==> src/rtl/multicycle_controller_if.sv <==
// Control/status bundle between the multicycle sequencing controller and the RV32I datapath.
// master = controller side, slave = datapath/board side.
interface multicycle_controller_if;
  logic        Run;
  logic        Step;
  logic [31:0] Instr;
  logic        Zero;
  logic        PCEn;
  logic        RegWrite;
  logic        MemWrite;
  logic        ALUSrc;
  logic        ResultSrc;
  logic        PCSrc;
  logic [1:0]  ImmSrc;
  logic [2:0]  ALUControl;
  logic        Busy;
  logic        Halted;
  logic        IllegalInstr;
  logic [31:0] RetireCount;

  modport master (
    input  Run, Step, Instr, Zero,
    output PCEn, RegWrite, MemWrite, ALUSrc, ResultSrc, PCSrc, ImmSrc, ALUControl,
    output Busy, Halted, IllegalInstr, RetireCount
  );

  modport slave (
    output Run, Step, Instr, Zero,
    input  PCEn, RegWrite, MemWrite, ALUSrc, ResultSrc, PCSrc, ImmSrc, ALUControl,
    input  Busy, Halted, IllegalInstr, RetireCount
  );
endinterface

==> src/rtl/multicycle_controller.sv <==
// Multicycle FETCH/DECODE/EXEC/MEM/WB sequencer for the RV32I-subset datapath,
// with run/step/halt debug control and a retired-instruction counter.
module multicycle_controller (
  input  logic                    CLK,
  input  logic                    RESET,
  multicycle_controller_if.master bus
);

  localparam logic [2:0] S_IDLE   = 3'd0;
  localparam logic [2:0] S_FETCH  = 3'd1;
  localparam logic [2:0] S_DECODE = 3'd2;
  localparam logic [2:0] S_EXEC   = 3'd3;
  localparam logic [2:0] S_MEM    = 3'd4;
  localparam logic [2:0] S_WB     = 3'd5;
  localparam logic [2:0] S_HALT   = 3'd6;

  localparam logic [6:0]  OP_R   = 7'b0110011;
  localparam logic [6:0]  OP_I   = 7'b0010011;
  localparam logic [6:0]  OP_LW  = 7'b0000011;
  localparam logic [6:0]  OP_SW  = 7'b0100011;
  localparam logic [6:0]  OP_BEQ = 7'b1100011;
  localparam logic [31:0] ECALL  = 32'h0000_0073;

  function automatic logic f_legal(input logic [31:0] instr);
    logic [2:0] f3;
    f3 = instr[14:12];
    case (instr[6:0])
      OP_R, OP_I:    f_legal = (f3 == 3'b000) || (f3 == 3'b010) || (f3 == 3'b110) || (f3 == 3'b111);
      OP_LW, OP_SW:  f_legal = (f3 == 3'b010);
      OP_BEQ:        f_legal = (f3 == 3'b000);
      default:       f_legal = 1'b0;
    endcase
  endfunction

  function automatic logic [2:0] f_alu_ctrl(input logic [6:0] op, input logic [2:0] f3,
                                            input logic f7b5);
    f_alu_ctrl = 3'b000;
    if (op == OP_BEQ) begin
      f_alu_ctrl = 3'b001;
    end else if (op == OP_R || op == OP_I) begin
      case (f3)
        3'b000:  f_alu_ctrl = (op == OP_R && f7b5) ? 3'b001 : 3'b000;
        3'b010:  f_alu_ctrl = 3'b101;
        3'b110:  f_alu_ctrl = 3'b011;
        3'b111:  f_alu_ctrl = 3'b010;
        default: f_alu_ctrl = 3'b000;
      endcase
    end
  endfunction

  logic [2:0]  r_state;
  logic [6:0]  r_opcode;
  logic [2:0]  r_funct3;
  logic        r_funct7b5;
  logic        r_halted;
  logic        r_illegal;
  logic [31:0] r_retire;

  logic [2:0]  w_next;
  logic [2:0]  w_after;
  logic        w_legal;
  logic        w_is_i;
  logic        w_is_lw;
  logic        w_is_sw;
  logic        w_is_beq;
  logic        w_pcen;

  assign w_legal  = f_legal(bus.Instr);
  assign w_is_i   = (r_opcode == OP_I);
  assign w_is_lw  = (r_opcode == OP_LW);
  assign w_is_sw  = (r_opcode == OP_SW);
  assign w_is_beq = (r_opcode == OP_BEQ);
  assign w_after  = bus.Run ? S_FETCH : S_IDLE;

  always_comb begin
    w_next = r_state;
    case (r_state)
      S_IDLE:   if (bus.Run || bus.Step) w_next = S_FETCH;
      S_FETCH:  w_next = S_DECODE;
      S_DECODE: w_next = w_legal ? S_EXEC : S_HALT;
      S_EXEC: begin
        if (w_is_beq)                w_next = w_after;
        else if (w_is_lw || w_is_sw) w_next = S_MEM;
        else                         w_next = S_WB;
      end
      S_MEM:    w_next = w_is_lw ? S_WB : w_after;
      S_WB:     w_next = w_after;
      S_HALT:   w_next = S_HALT;
      default:  w_next = S_IDLE;
    endcase
  end

  // Strobes depend only on registered state and latched fields; RESET masks them at once.
  assign w_pcen = !RESET && ((r_state == S_WB) ||
                             (r_state == S_MEM  && w_is_sw) ||
                             (r_state == S_EXEC && w_is_beq));

  always_ff @(posedge CLK) begin
    if (RESET) begin
      r_state    <= S_IDLE;
      r_opcode   <= 7'd0;
      r_funct3   <= 3'd0;
      r_funct7b5 <= 1'b0;
      r_halted   <= 1'b0;
      r_illegal  <= 1'b0;
      r_retire   <= 32'd0;
    end else begin
      r_state <= w_next;
      if (r_state == S_DECODE) begin
        r_opcode   <= bus.Instr[6:0];
        r_funct3   <= bus.Instr[14:12];
        r_funct7b5 <= bus.Instr[30];
        if (!w_legal) begin
          r_halted  <= 1'b1;
          r_illegal <= (bus.Instr != ECALL);
        end
      end
      if (w_pcen) r_retire <= r_retire + 32'd1;
    end
  end

  assign bus.PCEn         = w_pcen;
  assign bus.RegWrite     = !RESET && (r_state == S_WB);
  assign bus.MemWrite     = !RESET && (r_state == S_MEM) && w_is_sw;
  assign bus.ALUSrc       = w_is_i || w_is_lw || w_is_sw;
  assign bus.ResultSrc    = w_is_lw;
  assign bus.PCSrc        = (r_state == S_EXEC) && w_is_beq && bus.Zero;
  assign bus.ImmSrc       = w_is_sw ? 2'b01 : (w_is_beq ? 2'b10 : 2'b00);
  assign bus.ALUControl   = f_alu_ctrl(r_opcode, r_funct3, r_funct7b5);
  assign bus.Busy         = (r_state != S_IDLE) && (r_state != S_HALT);
  assign bus.Halted       = r_halted;
  assign bus.IllegalInstr = r_illegal;
  assign bus.RetireCount  = r_retire;

endmodule

==> src/flat_wrapper.sv <==
// flat-port wrapper written by rule: the top's interface ports become plain ports
module multicycle_controller_flat 
  (CLK, RESET, bus_Run, bus_Step, bus_Instr, bus_Zero, bus_PCEn, bus_RegWrite, bus_MemWrite, bus_ALUSrc, bus_ResultSrc, bus_PCSrc, bus_ImmSrc, bus_ALUControl, bus_Busy, bus_Halted, bus_IllegalInstr, bus_RetireCount);
  multicycle_controller_if bus_i ();
  input  logic CLK;
  input  logic RESET;
  input wire logic [$bits(bus_i.Run)-1:0] bus_Run;
  input wire logic [$bits(bus_i.Step)-1:0] bus_Step;
  input wire logic [$bits(bus_i.Instr)-1:0] bus_Instr;
  input wire logic [$bits(bus_i.Zero)-1:0] bus_Zero;
  output wire logic [$bits(bus_i.PCEn)-1:0] bus_PCEn;
  output wire logic [$bits(bus_i.RegWrite)-1:0] bus_RegWrite;
  output wire logic [$bits(bus_i.MemWrite)-1:0] bus_MemWrite;
  output wire logic [$bits(bus_i.ALUSrc)-1:0] bus_ALUSrc;
  output wire logic [$bits(bus_i.ResultSrc)-1:0] bus_ResultSrc;
  output wire logic [$bits(bus_i.PCSrc)-1:0] bus_PCSrc;
  output wire logic [$bits(bus_i.ImmSrc)-1:0] bus_ImmSrc;
  output wire logic [$bits(bus_i.ALUControl)-1:0] bus_ALUControl;
  output wire logic [$bits(bus_i.Busy)-1:0] bus_Busy;
  output wire logic [$bits(bus_i.Halted)-1:0] bus_Halted;
  output wire logic [$bits(bus_i.IllegalInstr)-1:0] bus_IllegalInstr;
  output wire logic [$bits(bus_i.RetireCount)-1:0] bus_RetireCount;
  assign bus_i.Run = bus_Run;
  assign bus_i.Step = bus_Step;
  assign bus_i.Instr = bus_Instr;
  assign bus_i.Zero = bus_Zero;
  assign bus_PCEn = bus_i.PCEn;
  assign bus_RegWrite = bus_i.RegWrite;
  assign bus_MemWrite = bus_i.MemWrite;
  assign bus_ALUSrc = bus_i.ALUSrc;
  assign bus_ResultSrc = bus_i.ResultSrc;
  assign bus_PCSrc = bus_i.PCSrc;
  assign bus_ImmSrc = bus_i.ImmSrc;
  assign bus_ALUControl = bus_i.ALUControl;
  assign bus_Busy = bus_i.Busy;
  assign bus_Halted = bus_i.Halted;
  assign bus_IllegalInstr = bus_i.IllegalInstr;
  assign bus_RetireCount = bus_i.RetireCount;
  multicycle_controller u_core (.CLK(CLK), .RESET(RESET), .bus(bus_i));
endmodule
==> config.mk <==
export PLATFORM = sky130hd
export DESIGN_NAME = multicycle_controller_flat
export DESIGN_NICKNAME = d
export VERILOG_FILES = /design/src/rtl/multicycle_controller_if.sv /design/src/rtl/multicycle_controller.sv /design/src/flat_wrapper.sv
export SDC_FILE = /design/constraint.sdc
export NUM_CORES = 1
export LEC_CHECK = 0
export ABC_CLOCK_PERIOD_IN_PS = 3200
export BUFFER_PORTS_ARGS = -buffer_cell sky130_fd_sc_hd__buf_4
export CAP_MARGIN = 25
export CORE_UTILIZATION = 30
export DETAILED_ROUTE_END_ITERATION = 8
export PLACE_DENSITY = 0.51
export SYNTH_ARGS = -nofsm -noshare
export SYNTH_HDL_FRONTEND = slang
export SYNTH_SLANG_ARGS = --single-unit
export TNS_END_PERCENT = 10
==> constraint.sdc <==
create_clock -name CLK -period 3.2 [get_ports CLK]
set_input_delay 0 -clock CLK [delete_from_list [all_inputs] [get_ports CLK]]
set_output_delay 0 -clock CLK [all_outputs]
set_load 0.03 [all_outputs]
==> results.json, run 1 <==
{
  "outcome": "finished, final reports clean",
  "numCtsBuffers": 5,
  "min_period_ns": 2.324,
  "cts_buffer_depth": 2,
  "numPortBuffers": 82,
  "postCtsSetupBuffers": 0,
  "grt_pass1_wl_um": 12320,
  "dieHeight_um": 95.43,
  "die_x_um": 95.43,
  "fmax_ghz": 0.4303,
  "cts-root-buf": "clkbuf_8",
  "num_io_pins": 83,
  "grt_pass1_vias": 2599,
  "dp_hpwl_um": 5395,
  "yosysWarnings": 0,
  "syn2layout_area_growth_pct": 33.49,
  "ys.flop_type": "dfxtp_1",
  "wire_per_inst_um": 14.40,
  "rows": 33,
  "clock_skew_ns": 0.009644,
  "avgSynthCellArea_um2": 7.864,
  "syn-num-nets": 371,
  "final_cells": 519,
  "rsz0062_at_grt": "no",
  "p_clk_share_pct": 26.5,
  "synth_top_area_cell": "dfxtp_1",
  "track_usage_pct": 16.86,
  "drv_cap": 0,
  "synth_cell_types": 48,
  "drt-pass1-iter-count": 4,
  "dpl.cell_count": 500,
  "start_util_pct": 31.40,
  "place_congestion": 0.7835,
  "viasPerCell": 5.331,
  "synth_area_um2": 2619,
  "drv_slew": 0,
  "cp-start-kind": "register",
  "hold_buffers": 11,
  "yosysSeqAreaShare_pct": 36.69,
  "num_vias": 2767,
  "required_ns": 3.38,
  "clk-insertion-delay-late_ns": 0.31,
  "hold_viol": 0,
  "cts_tree": "done",
  "swShare_pct": 32.34,
  "final_area_um2": 3496,
  "ys_seq_elements": 48,
  "netlist_instances": 333,
  "seq_power_share_pct": 48.4,
  "cp-end-kind": "register",
  "cts_max_level": 2,
  "final_nets": 451,
  "power_frac_comb_pct": 25.1,
  "power.density_nw_per_um2": 416.3,
  "coreArea_um2": 8341,
  "die_area_um2": 9107,
  "p_switching_mw": 0.4708,
  "yosysTopAreaCellShare_pct": 36.69,
  "cts.sinks": 48,
  "grt_antenna_before_repair": 0,
  "critPathArrivalTime_ns": 2.51,
  "route.detailed.drc": 0,
  "diodes": 0,
  "max_slew_margin_pct": 51.47,
  "drtAntennaViolNets": 0,
  "setup_viol": 0,
  "post_cts_resized": 0,
  "grt_max_degree": 53,
  "setup_tns_ns": 0,
  "crit_type": "reg2reg",
  "grt_overflow": 0,
  "drtIter0Drc": 111,
  "critPathMaxFanout": 14,
  "p_int_mw": 0.9847,
  "synth_area_leaders": "dfxtp_1, a21oi_1, nand2_1",
  "fin_crit_sh_pct": 72.63,
  "hold_path_class": "in2reg",
  "postPlaceCellArea_um2": 3292,
  "drt-total-wl_um": 7473,
  "drive_above_1_share_pct": 24.40,
  "tightest_slew_ns": 0.7213,
  "synth_edf_count": 0,
  "synthArstFlopShare_pct": 0,
  "cellLeakagePower_nw": 1.253,
  "path_clk_slew_ns": 0.09,
  "ir_drop_uv": 172.4
}
sequential cells by signal (all words and copies together), names as in the netlist:
register and flops:
u_core.bus.IllegalInstr 1, u_core.r_opcode 7, u_core.r_funct7b5 1, u_core.r_state 3, u_core.r_funct3 3, u_core.bus.Halted 1
u_core.bus.RetireCount 32
per-stage QoR:
step	worst slack [ns]	power, mW	utilization, %	hold slack, ns
after detailed placement	0.8916	1.076	39.47	0.2681
after global placement	0.9385	1.075	39.47	0.2658
after CTS	0.8993	1.473	41.91	0.05338
after floorplan	0.8519	0.9455	-	0.1360
final	0.8758	1.455	41.91	0.05871
after global routing	0.6963	1.549	41.91	0.04957
power groups by stage:
| stage | clock (mW) | combinational [mW] | sequential [mW] |
|---|---|---|---|
| finish | 0.386 | 0.365 | 0.704 |
| global route | 0.430 | 0.403 | 0.715 |
| CTS | 0.400 | 0.368 | 0.705 |
| detailed placement | 0 | 0.357 | 0.719 |
| global placement | 0 | 0.359 | 0.717 |
| floorplan | 0 | 0.241 | 0.705 |
layout by cell type, fill, tap and decap left out, drive strengths merged, types with 2 or more instances in the layout:
master	count
and2	5
a31o	3
o31ai	11
a311oi	5
a211oi	2
a31oi	9
or3	2
nor2	30
nand4bb	2
a21oi	33
dfxtp	48
or4	13
nor3	5
inv	9
a41o	2
clkbuf	7
xnor2	13
buf	88
nand4b	4
nor4	6
nor2b	3
and3	5
nand3	11
o21ai	15
nand4	13
dlygate4sd3	11
nand2	32
nand3b	3
and4	5
nor4b	2
nand2b	2
critical path: stages (launching register included):
cell and delay, ns:
dfxtp_1 0.42, or3b_1 0.37, or4_1 0.43, buf_4 0.21, a31oi_1 0.46, a41o_1 0.25
a21oi_1 0.06
cells in the mapped netlist, drive strengths merged (11+ instances only):
cell    instances
o31ai          11
clkbuf         19
a21oi          33
nand3          11
o21ai          15
xnor2          13
nand4          13
dfxtp          48
nor2           30
nand2          32
or4            13
routing by layer:
metal  GRT usage (%)  routed length (um)
met5               0                   0
met4           3.731                  75
met3           4.147                 407
met2           28.99                3593
met1           21.18                3396
layout make-up:
| type | instances | area, um^2 |
|---|---|---|
| inverters | 10 | 37.54 |
| multi-input cells | 249 | 1501 |
| flip-flops and latches | 48 | 960.9 |
| repair buffers | 99 | 770.7 |
| clock inverters | 1 | 7.507 |
| fillers | 873 | 4845 |
| well taps | 105 | 131.4 |
| clock buffers | 7 | 86.33 |
path summary, 6_finish.rpt:
kind / from / to / slack (ns) / cells after the start
worst max register to register: u_core.r_opcode[5] / u_core.bus.RetireCount[25] / 0.88 / 6
worst min register to register: u_core.bus.Halted / u_core.bus.Halted / 0.46 / 2
worst max-delay path: u_core.r_opcode[5] / u_core.bus.RetireCount[25] / 0.88 / 6
worst min-delay path: bus_Run / u_core.r_state[0] / 0.06 / 3
logic make-up after synthesis:
family | share of synthesized area, %
AOI/OAI and AO/OA | 20.83
xor gates and xnor gates | 4.348
adders and majority gates | 0.4777
buffers and inverters | 5.972
DFF | 36.69
muxes | 0.4300
and+or+nand+nor | 31.25
Note: power is estimated with default switching activity, not from simulation.
==> run 2: changes to the inputs <==
ABC_AREA = 1   (was unset)
ABC_CLOCK_PERIOD_IN_PS = 2350   (was 3200)
PLACE_DENSITY = 0.5   (was 0.51)
clock period = 2.35 ns   (was 3.2 ns; I/O delays follow)
==> run 2 against run 1 <==
  * Die area rose by 14%
  * Combinational power grew 57%
  * Area after synthesis rose by 14%
  * Register-to-register slack got worse by 0.39 ns
  * Sequential share of layout area down 2.7 points
  * Largest cell class unchanged
  * Highest routed layer unchanged
==> results.json, run 2 <==
{
  "synthTopCellsByCount": "nand2_1, nor2_1, dfxtp_1",
  "die_area_um2": 10360,
  "start_util_pct": 30.70,
  "fmax_ghz": 0.4797,
  "cts_tree": "done",
  "postPlaceCellArea_um2": 3707,
  "grt_pass1_vias": 3054,
  "viasPerCell": 4.553,
  "yosysMostFrequentCell": "nand2_1",
  "postCtsSetupBuffers": 0,
  "post-route-util_pct": 39.85,
  "fin_crit_sh_pct": 88.70,
  "synth_edf_count": 0,
  "finalPower_mw": 2.079,
  "min_period_ns": 2.084,
  "cts_buffer_depth": 2,
  "synth_cell_types": 30,
  "route.detailed.drc": 0,
  "drv_cap": 0,
  "rows": 36,
  "netlist_instances": 494,
  "ir_drop_uv": 225.2,
  "dpl.cell_count": 698,
  "synthArstFlopShare_pct": 0,
  "diodes": 0,
  "drv_slew": 0,
  "numCtsBuffers": 5,
  "synth_area_um2": 2987,
  "cellLeakagePower_nw": 1.614,
  "yosysWarnings": 0,
  "ys_seq_elements": 48,
  "largest_reg_flops": 32,
  "layout_commonest_cell": "nand2_1",
  "cp-end-kind": "output pin",
  "drt-pass1-iter-count": 4,
  "cts-root-buf": "clkbuf_8",
  "dp_hpwl_um": 6474,
  "max_slew_margin_pct": 73.59,
  "crit_type": "reg2out",
  "clk-insertion-delay-late_ns": 0.30,
  "die_x_um": 101.8,
  "avgSynthCellArea_um2": 6.046,
  "grt_max_degree": 29,
  "syn2layout_area_growth_pct": 29.83,
  "final_area_um2": 3877,
  "power.density_nw_per_um2": 536.3,
  "drt-total-wl_um": 8412,
  "critPathArrivalTime_ns": 2.08,
  "path_clk_slew_ns": 0.08,
  "drtAntennaViolNets": 0,
  "hold_viol": 0,
  "track_usage_pct": 17.38,
  "setup_viol": 0,
  "hold_path_class": "in2reg",
  "post_cts_resized": 0,
  "syn-num-nets": 532,
  "layout_common_cells": "nand2_1, nor2_1, buf_4",
  "post-place-ws_ns": 0.4811,
  "drive_above_1_share_pct": 20.48,
  "rrSetupSlack_ns": 0.49,
  "coreArea_um2": 9729,
  "grt_pass1_wl_um": 14140,
  "synth_top_area_cell": "dfxtp_1",
  "critPathMaxFanout": 27,
  "numPortBuffers": 82,
  "hold_buffers": 8,
  "num_vias": 3251,
  "setup_tns_ns": 0,
  "num_io_pins": 83,
  "hold_ws_ns": 0.01142,
  "cts.sinks": 48,
  "tightest_slew_ns": 0.3947,
  "final_cells": 714,
  "grt_overflow": 0,
  "clock_skew_ns": 0.007531,
  "rsz0062_at_grt": "no",
  "fillCellCount": 1108,
  "yosysSeqAreaShare_pct": 32.17,
  "drtIter0Drc": 96,
  "wire_per_inst_um": 11.78,
  "dieHeight_um": 101.8,
  "cts_max_level": 2,
  "final_nets": 618,
  "required_ns": 2.35,
  "cp-start-kind": "register",
  "multiInputGateArea_um2": 1787,
  "yosysTopAreaCellShare_pct": 32.17,
  "synth_area_leaders": "dfxtp_1, nand2_1, nor2_1",
  "grt_antenna_before_repair": 0,
  "seq_area_um2": 960.9,
  "outcome": "finished, final reports clean",
  "ys.flop_type": "dfxtp_1",
  "place_congestion": 0.7997,
  "finalWorstSetupSlack_ns": 0.2655
}
==> run 2: cell families (layout without fill, tap and decap cells) <==
kind of cell | after synthesis | count (layout) | share of synthesized area [%]
adders and majority gates | 1 | 1 | 0.4189
buffers and inverters | 55 | 142 | 8.002
AOI/OAI and AO/OA | 44 | 44 | 8.756
DFF | 48 | 48 | 32.17
and+or+nand+nor | 337 | 337 | 48.01
xor gates and xnor gates | 9 | 9 | 2.639
==> run 2: critical path: stages, from the launching register on <==
cell      delay (ns)
dfxtp_1         0.42
inv_1           0.08
nand2_1         0.13
nor2_4          0.05
nand3_2         0.08
nand3_4         0.27
nand2_4         0.32
clkinv_4        0.21
buf_4           0.22
==> run 2: report_power, final <==
| part | switching, mW | leakage (nW) | internal, mW |
|---|---|---|---|
| Sequential | 0.0803 | 0.388 | 0.912 |
| Clock | 0.272 | 0.0455 | 0.241 |
| Combinational | 0.362 | 1.18 | 0.212 |
==> run 2: path summary, 6_finish.rpt <==
| kind | start | to | cells after the start |
|---|---|---|---|
| max | u_core.r_state[0] | bus_PCEn | 8 |
| min | bus_Instr[14] | u_core.r_funct3[2] | 3 |
| max reg2reg | u_core.r_state[0] | u_core.bus.RetireCount[27] | 9 |
| min reg2reg | u_core.bus.Halted | u_core.bus.Halted | 1 |
==> run 2: per-layer routing <==
layer | up-vias | GRT usage [%] | wire length, um
met3 | 10 | 3.934 | 495
met1 | 1426 | 22.22 | 4064
met5 | - | 0 | 0
met4 | 0 | 4.571 | 119
li1 | 1728 | - | -
met2 | 87 | 29.37 | 3732
==> run 2: cell type report <==
cell class | count | area share [%]
Tap cell | 133 | 4.292
Sequential cell | 48 | 24.78
Multi-Input combinational cell | 391 | 46.08
Clock buffer | 8 | 2.323
Timing Repair Buffer | 92 | 18.33
Inverter | 42 | 4.195
